[src/rtl/jam_pkg.sv]
// Shared constants and state encoding for the cost-table responder.
package jam_pkg;

  // Workers = jobs; index math relies on 3-bit worker/job fields.
  localparam int N            = 8;
  localparam int COST_W       = 7;
  localparam int COST_MAX     = 100;

  // 8 rows x 100 max = 800 fits 10 bits; 64 x 100 = 6400 fits 13 bits.
  localparam int LB_W         = 10;
  localparam int CSUM_W       = 13;

  // Running row minimum restarts from the largest 7-bit value.
  localparam int ROW_MIN_INIT = 127;

  typedef enum logic [1:0] {
    IDLE  = 2'd0,
    LOAD  = 2'd1,
    READY = 2'd2
  } state_t;

endpackage

[src/rtl/jam_row_min.sv]
// Running minimum of the current row. The minimum including the entry
// being accepted is presented combinationally so the parent can fold it
// into the lower bound on the last column of each row.
module jam_row_min
  import jam_pkg::*;
#(
  parameter int COST_W = jam_pkg::COST_W
) (
  input  logic              CLK,
  input  logic              RST,
  input  logic              i_clear,     // start of a new load
  input  logic              i_acc,       // an entry is accepted this cycle
  input  logic              i_col_last,  // accepted entry is column 7 of its row
  input  logic [COST_W-1:0] i_d,         // saturated entry value
  output logic [COST_W-1:0] o_row_min    // min(row so far, i_d)
);

  logic [COST_W-1:0] r_row_min;
  logic [COST_W-1:0] w_min;

  assign w_min     = (i_d < r_row_min) ? i_d : r_row_min;
  assign o_row_min = w_min;

  // Track the row minimum; restart it after each completed row or new load.
  always_ff @(posedge CLK or posedge RST) begin
    if (RST) begin
      r_row_min <= COST_W'(ROW_MIN_INIT);
    end else if (i_clear) begin
      r_row_min <= COST_W'(ROW_MIN_INIT);
    end else if (i_acc) begin
      r_row_min <= i_col_last ? COST_W'(ROW_MIN_INIT) : w_min;
    end
  end

endmodule

[src/rtl/jam_cost_table.sv]
// 8x8 worker/job cost table. Loaded once from a row-major byte stream,
// then answers (W, J) -> Cost lookups combinationally. The checksum and
// the per-row-minimum lower bound are accumulated while loading.
//
// Load handshake: an entry transfers on a rising edge where
// ld_valid & ld_ready are both high; ld_ready is high only in LOAD.
// ld_valid outside LOAD is ignored. ld_start takes priority over a
// transfer in the same cycle: the datum is dropped and the load restarts
// at entry 0.
module jam_cost_table
  import jam_pkg::*;
#(
  parameter int COST_W   = jam_pkg::COST_W,
  parameter int COST_MAX = jam_pkg::COST_MAX,
  parameter int N        = jam_pkg::N
) (
  input  logic              CLK,
  input  logic              RST,
  input  logic              ld_start,
  input  logic              ld_valid,
  input  logic [COST_W-1:0] ld_data,
  output logic              ld_ready,
  input  logic [2:0]        W,
  input  logic [2:0]        J,
  output logic [COST_W-1:0] Cost,
  output logic              table_valid,
  output logic              ld_err,
  output logic [CSUM_W-1:0] checksum,
  output logic [LB_W-1:0]   lower_bound,
  output logic [1:0]        dbg_state
);

  localparam int ENTRIES = N * N;
  localparam int IDX_W   = $clog2(ENTRIES);
  localparam int COL_W   = $clog2(N);

  state_t            r_state;
  state_t            w_state_nxt;
  logic [IDX_W-1:0]  r_idx;
  logic [COST_W-1:0] r_mem [ENTRIES];
  logic [CSUM_W-1:0] r_checksum;
  logic [LB_W-1:0]   r_lower_bound;
  logic              r_ld_err;

  logic              w_accept;
  logic              w_over;
  logic [COST_W-1:0] w_d;
  logic              w_col_last;
  logic              w_last;
  logic [COST_W-1:0] w_row_min;

  assign ld_ready    = (r_state == LOAD);
  assign table_valid = (r_state == READY);
  assign dbg_state   = r_state;

  // ld_start wins over a coincident transfer.
  assign w_accept   = ld_valid & ld_ready & ~ld_start;
  assign w_over     = (ld_data > COST_W'(COST_MAX));
  assign w_d        = w_over ? COST_W'(COST_MAX) : ld_data;
  assign w_col_last = (r_idx[COL_W-1:0] == COL_W'(N - 1));
  assign w_last     = (r_idx == IDX_W'(ENTRIES - 1));

  assign Cost        = table_valid ? r_mem[{W, J}] : '0;
  assign checksum    = r_checksum;
  assign lower_bound = r_lower_bound;
  assign ld_err      = r_ld_err;

  jam_row_min #(
    .COST_W     (COST_W)
  ) u_row_min (
    .CLK        (CLK),
    .RST        (RST),
    .i_clear    (ld_start),
    .i_acc      (w_accept),
    .i_col_last (w_col_last),
    .i_d        (w_d),
    .o_row_min  (w_row_min)
  );

  // State register.
  always_ff @(posedge CLK or posedge RST) begin
    if (RST) begin
      r_state <= IDLE;
    end else begin
      r_state <= w_state_nxt;
    end
  end

  // Next state: ld_start always (re)enters LOAD; entry 63 completes it.
  always_comb begin
    w_state_nxt = r_state;
    if (ld_start) begin
      w_state_nxt = LOAD;
    end else begin
      case (r_state)
        IDLE:    w_state_nxt = IDLE;
        LOAD:    if (w_accept && w_last) w_state_nxt = READY;
        READY:   w_state_nxt = READY;
        default: w_state_nxt = IDLE;
      endcase
    end
  end

  // Load index, checksum, lower bound and saturation flag.
  always_ff @(posedge CLK or posedge RST) begin
    if (RST) begin
      r_idx         <= '0;
      r_checksum    <= '0;
      r_lower_bound <= '0;
      r_ld_err      <= 1'b0;
    end else if (ld_start) begin
      r_idx         <= '0;
      r_checksum    <= '0;
      r_lower_bound <= '0;
      r_ld_err      <= 1'b0;
    end else if (w_accept) begin
      r_idx      <= r_idx + IDX_W'(1);
      r_checksum <= r_checksum + CSUM_W'(w_d);
      r_ld_err   <= r_ld_err | w_over;
      if (w_col_last) begin
        r_lower_bound <= r_lower_bound + LB_W'(w_row_min);
      end
    end
  end

  // Register file; a reload overwrites entries but never clears them.
  always_ff @(posedge CLK or posedge RST) begin
    if (RST) begin
      for (int i = 0; i < ENTRIES; i++) begin
        r_mem[i] <= '0;
      end
    end else if (w_accept) begin
      r_mem[r_idx] <= w_d;
    end
  end

endmodule
[config.mk]
export PLATFORM = sky130hd
export DESIGN_NAME = jam_cost_table
export DESIGN_NICKNAME = d
export VERILOG_FILES = /design/src/rtl/jam_pkg.sv /design/src/rtl/jam_row_min.sv /design/src/rtl/jam_cost_table.sv
export SDC_FILE = /design/constraint.sdc
export NUM_CORES = 1
export LEC_CHECK = 0
export BUFFER_PORTS_ARGS = -buffer_cell sky130_fd_sc_hd__buf_2
export CAP_MARGIN = 20
export CORE_ASPECT_RATIO = 2
export CORE_UTILIZATION = 40
export DETAILED_ROUTE_END_ITERATION = 6
export HOLD_SLACK_MARGIN = 0.02
export SLEW_MARGIN = 15
export SYNTH_ARGS = -nofsm -noshare
export SYNTH_HDL_FRONTEND = slang
export SYNTH_SLANG_ARGS = --single-unit
[constraint.sdc]
create_clock -name CLK -period 32.6 [get_ports CLK]
set_input_delay 6.52 -clock CLK [delete_from_list [all_inputs] [get_ports CLK]]
set_output_delay 6.52 -clock CLK [all_outputs]
set_load 0.02 [all_outputs]
======== Yosys cells after proc, flatten, opt, wreduce, memory -nomap -nowiden ========
Cells that the tools add are included.
storage, ports and cells
  bits of input ports ..................... 17
  flip-flop bits (word level) ............. 487
  output and inout bits ................... 35
  word-level logic and storage cells ...... 118
operators by class
  bitwise gates (word level) .............. 6
  reduce and logical (&&, ||, !) cells .... 5
  add/sub/neg operators ................... 3
  order comparisons ....................... 5
  mux-type cells .......................... 24
  equal/unequal tests ..................... 5
operator list
  kind                 number
  $bwmux 448           1
  $mux 7               9
  $bmux 7 s6           1
  $demux 7 s6          1
  $mux 10              3
  $mux 13              2
  $ge 7x7->1 const B   2
  $not 6->7            2
  $add 13x7->13        1
  $mux 6               2
  $add 10x7->10        1
  $gt 7x7->1 const B   1
  $lt 7x1->1 const B   1
  $lt 7x7->1           1
  $add 6x1->6 const B  1
  $eq 6x6->1 const B   1
  $mux 2               2
  $pmux 2 s2           1
  $reduce_bool 2->1    2
  $eq 3x3->1 const B   1
  $ne 3x2->1 const B   1
  $and 1x1->1          2
  $eq 2x1->1 const B   1
  $eq 2x2->1 const B   1
  5 further kinds      7

======== Longest topological paths before layout ========
  depth after elaboration ................. 8
  mapped depth ............................ 19
  depth with buffers taken out ............ 17

======== Modules after synthesis ========
Synthesis repeated with hierarchy kept, for this count alone.
second synthesis, totals
  cells, all modules ...................... 1,886
  area, all modules ....................... 23,023.3 um^2
modules (own cells, without submodules)
  module          seq. area each (um^2)  instances  cells an instance  area an instance (um^2)
  jam_cost_table  12,011.5               1          1,819              22,422.8
  jam_row_min     183.9                  1          67                 600.6

======== Worst setup path before layout ========
OpenSTA, ideal clock, no wires.
  kind .................................... in2out
  start point ............................. input J[2]
  end point ............................... output Cost[0]
  cell stages on the path ................. 5
  slack ................................... 17.761 ns
  buffers on the path ..................... 2
  data required time ...................... 26.080 ns
  arrival time ............................ 8.319 ns
  path through ............................ buf_2 > clkbuf_1 > mux4_2 > mux4_2 > a311o_1
on the way
  word-level cells in the longest chain between the ends .. 5
RTL lines
  what                                       line                  source
  start, declared                            jam_cost_table.sv:24  input logic [2:0] J,
  $not 6->7 (not written as such)            jam_cost_table.sv:63  assign Cost = table_valid ? r_mem[{W, J}] : '0;
  $bmux 7 s6                                 jam_cost_table.sv:63
  $mux 7 (not written as such) (2 in a row)  jam_cost_table.sv:63
  $mux 7                                     jam_cost_table.sv:63
  end, declared                              jam_cost_table.sv:25  output logic [COST_W-1:0] Cost,
No other way between the ends. The select of a mux whose other input is x is not followed.

======== Worst setup path after layout ========
  start point ............................. input J[1]
  end point ............................... output Cost[0]
Same word-level chain as after synthesis.

==> flow_results.org <==
** Status
- Run status :: completed

** Setup path
- Walking the worst path, the cells encountered are buf_6, buf_4, mux4_2, mux2i_1, a21oi_1, a311o_1, buf_2.
- Data required time at the worst endpoint :: 26.08 ns
- The worst setup path is launched from an input port.
- For the worst setup path, the data arrival time is 9.84 ns.
- Worst Path Max Fanout :: 60
- STA classifies the critical path endpoint as an output port.
- Slowest Stage Delay on Critical Path :: 0.87 ns
- The critical path in this run is classified as input port to output port.
- CP delay by family, top :: buffers and inverters
- On the critical path, the stage with the largest delay is an instance of sky130_fd_sc_hd__buf_4.
- Buffers plus inverters on the worst setup path :: 3

** Die
- Top-level port count :: 52
- Height of the die :: 339 um
- The die is 170 um wide.
- Core area :: 56,200 um2
- Effective utilization at floorplan :: 40.4%
- The die covers 57,800 um2.
- In this run the core area contains 123 standard-cell rows.

** Final layout
- Final standard cell count with taps included and fillers excluded :: 2,642
- Area Growth Syn to Fin :: 10.5%
- Fraction of final layout cells sized beyond drive strength 1 :: 25.6%
- The number of antenna diodes in the final layout is 0.
- Leading cell type in the layout, fill and taps excluded :: sky130_fd_sc_hd__dfrtp_1
- Nets :: 1,902
- Commonest non-fill, non-tap cells in the layout :: 480 x sky130_fd_sc_hd__dfrtp_1, 313 x sky130_fd_sc_hd__nand2_1, 189 x sky130_fd_sc_hd__mux2_2

** STA
- The tightest hold path in the finished design has a slack of 0.474 ns.
- For the pin with the worst max-slew slack, the measured transition is 1.29 ns.
- Setup repair after global routing left no endpoint under its margin.
- For the final routed database, the setup TNS stands at 0 ns.
- Fin Clk Skew :: 0.0128 ns
- Normalized max-slew margin :: 13.4%
- Post-route minimum period :: 16.36 ns
- Final Slew Violations :: 0
- Setup violations remaining at the end of the flow were counted as 0.
- The worst path uses 50.2% of the clock period.
- The total count of hold-check failures in the final report is 0.
- Maximum clock rate :: 61.1 MHz

** Clock network
- The tree is rooted in a sky130_fd_sc_hd__clkbuf_16.
- Number of sinks on the clock net :: 487
- Clock input transition at the sequential cells of the worst setup and hold paths :: 0.07 ns
- Clock Latency Late Sink :: 0.58 ns
- Hold buffers post-CTS :: 0
- CTS H-Tree Depth :: 2
- The number of gates resized after CTS was 0.
- TritonCTS built the clock tree.
- Post-CTS timing repair inserted 0 buffers for setup.
- Maximum buffer depth of the clock tree :: 3
- Clock tree synthesis inserted a total of 43 buffers.

** Detailed routing
- DRC violation count after routing :: 0
- Pre-antenna DRT Iters :: 5
- In this run, the number of DRC markers left after iteration 0 of detailed routing was 769.
- Vias per inst :: 5.62
- Summed over all layers, the routed wires come to 63,200 um.
- The routed layout has 14,856 vias.
- Remaining number of nets flagged by the antenna check after routing :: 0
- After detailed routing, the average wire length per cell comes to 23.9 um.

** Synthesis
- Synthesis produced a netlist with a net count of 1,928.
- Mean post-synth cell area :: 12.0 um2
- Synthesis inferred 487 register bits.
- The synthesized netlist occupies a cell area of 22,700 um2.
- Synth warnings :: 0
- Gate Count Post-Synth :: 1,885
- In the synthesized netlist the async set-or-reset flop fraction comes to 100%.
- Primary flip-flop cell chosen by synthesis mapping :: sky130_fd_sc_hd__dfrtp_1
- Counting flops with a built-in enable in the synthesized netlist gives 0.
- The synthesized netlist contains 64 unique library cells.
- Ranking of synthesized cells by area :: sky130_fd_sc_hd__dfrtp_1 53%, sky130_fd_sc_hd__mux4_2 12%, sky130_fd_sc_hd__mux2_2 9.4%
- Sequential element share of the synthesized area :: 53.7%
- sky130_fd_sc_hd__dfrtp_1 takes more of the synthesized area than any other cell.
- Share of Yosys cell area claimed by the top area cell type :: 52.9%

** Place
- Half-perimeter wire length after detailed placement :: 42,000 um
- # placed instances :: 2,563
- In this run the tool buffered the top-level ports with 51 buffer cells.
- Routability-driven placement finished with a final weighted congestion of 0.862.

** Global route
- Global routing used 23.0% of the available tracks.
- The initial antenna violation count is 1.
- Largest net degree at the start of global routing :: 185
- First-pass GRT wire length :: 98,600 um
- Total grt overflow :: 0
- Vias in the first global route :: 15,785

** Pwr
- The design draws 1.31 mW.
- Power per unit of standard cell area :: 52.0 nW/um2
- Static power due to leakage :: 11.6 nW
- Highest ir drop seen on vdd :: 0.0436 mV

** Hold path
- The tightest min-delay check is of the register to register type.

** Flow run
- Across the run, the number of max-cap violations was 0.
flip-flops by register name, summed over array words and instances (netlist names):
signal / cells
r_mem: 448
checksum: 13
lower_bound: 10
u_row_min.r_row_min: 7
r_idx: 6
dbg_state: 2
ld_err: 1
metrics by stage:
stage / cell area (um2) / utilization, % / setup WS (ns)
3_5_place_dp: 23500 / 41.9 / 16.19
5_1_grt: 25100 / 44.7 / 16.02
6_report: 25100 / 44.7 / 16.24
2_1_floorplan: 22700 / - / 12.50
4_1_cts: 25100 / 44.6 / 16.20
3_3_place_gp: 23500 / 41.9 / 16.23
worst reg2reg max path: cells and delay by family, from the launching register on:
family	cells	cell delay (ns)
and+or+nand+nor	2	0.16
buffers and inverters	2	0.31
AOI/OAI and AO/OA	8	1.67
muxes	1	0.36
adders and majority gates	3	0.93
DFF	1	0.52
cells by family after synthesis:
| group | count (synthesis) | share of synthesized area, % |
|---|---|---|
| flip-flops | 487 | 53.7 |
| AND/OR/NAND/NOR | 480 | 9.16 |
| AO/OA/AOI/OAI | 353 | 8.63 |
| multiplexers | 350 | 23.2 |
| buffers and inverters | 173 | 3.18 |
| adder cells (fa/ha/maj) | 26 | 1.50 |
| XOR/XNOR | 16 | 0.617 |
metal layers:
| metal | part of all wire [%] | global-route usage [%] |
|---|---|---|
| met1 | 36 | 25.9 |
| met2 | 53 | 41.1 |
| met3 | 4.1 | 2.93 |
| met4 | 6.5 | 13.5 |
| met5 | 0.013 | 0 |
area by class of cell:
class                      count  area, um2
fill                        5093      31100
clock buffer                  65       1330
multi-input combinational   1225       9810
clock inverter                13        196
timing repair buffer          81        528
tap                          750        938
sequential                   487      12200
inverter                      21       86.3
path summary, 6_finish.rpt:
| kind | depth (start not counted) | from | end | slack, ns |
|---|---|---|---|---|
| max in group asynchronous | 5 | RST | r_mem[352] | 23.41 |
| worst min-delay path | 2 | r_mem[337] | r_mem[337] | 0.47 |
| worst min register to register | 2 | r_mem[337] | r_mem[337] | 0.47 |
| worst max register to register | 16 | u_row_min.r_row_min[4] | lower_bound[6] | 28.55 |
| worst max-delay path | 7 | J[1] | Cost[0] | 16.24 |
| min in group asynchronous | 2 | RST | r_mem[301] | 6.06 |
synthesized netlist by cell type (11+ instances only):
cell,n
sky130_fd_sc_hd__mux4_2,119
sky130_fd_sc_hd__a211oi_1,14
sky130_fd_sc_hd__inv_1,21
sky130_fd_sc_hd__a21oi_1,45
sky130_fd_sc_hd__nand3_1,16
sky130_fd_sc_hd__nor2_1,71
sky130_fd_sc_hd__mux2i_1,27
sky130_fd_sc_hd__dfrtp_1,480
sky130_fd_sc_hd__buf_2,16
sky130_fd_sc_hd__ha_1,24
sky130_fd_sc_hd__nand2_1,315
sky130_fd_sc_hd__clkbuf_1,122
sky130_fd_sc_hd__o21ai_1,106
sky130_fd_sc_hd__o21ai_0,141
sky130_fd_sc_hd__nor2b_1,11
sky130_fd_sc_hd__mux2_1,14
sky130_fd_sc_hd__mux2_2,189
report_power, final:
part / leakage, nW / internal (mW) / switching, mW
registers: 6.75 / 0.621 / 0.0104
clock network: 0.755 / 0.322 / 0.234
logic: 4.06 / 0.0384 / 0.0802
total: 11.6 / 0.981 / 0.324
(Power assumes the default switching activity.)
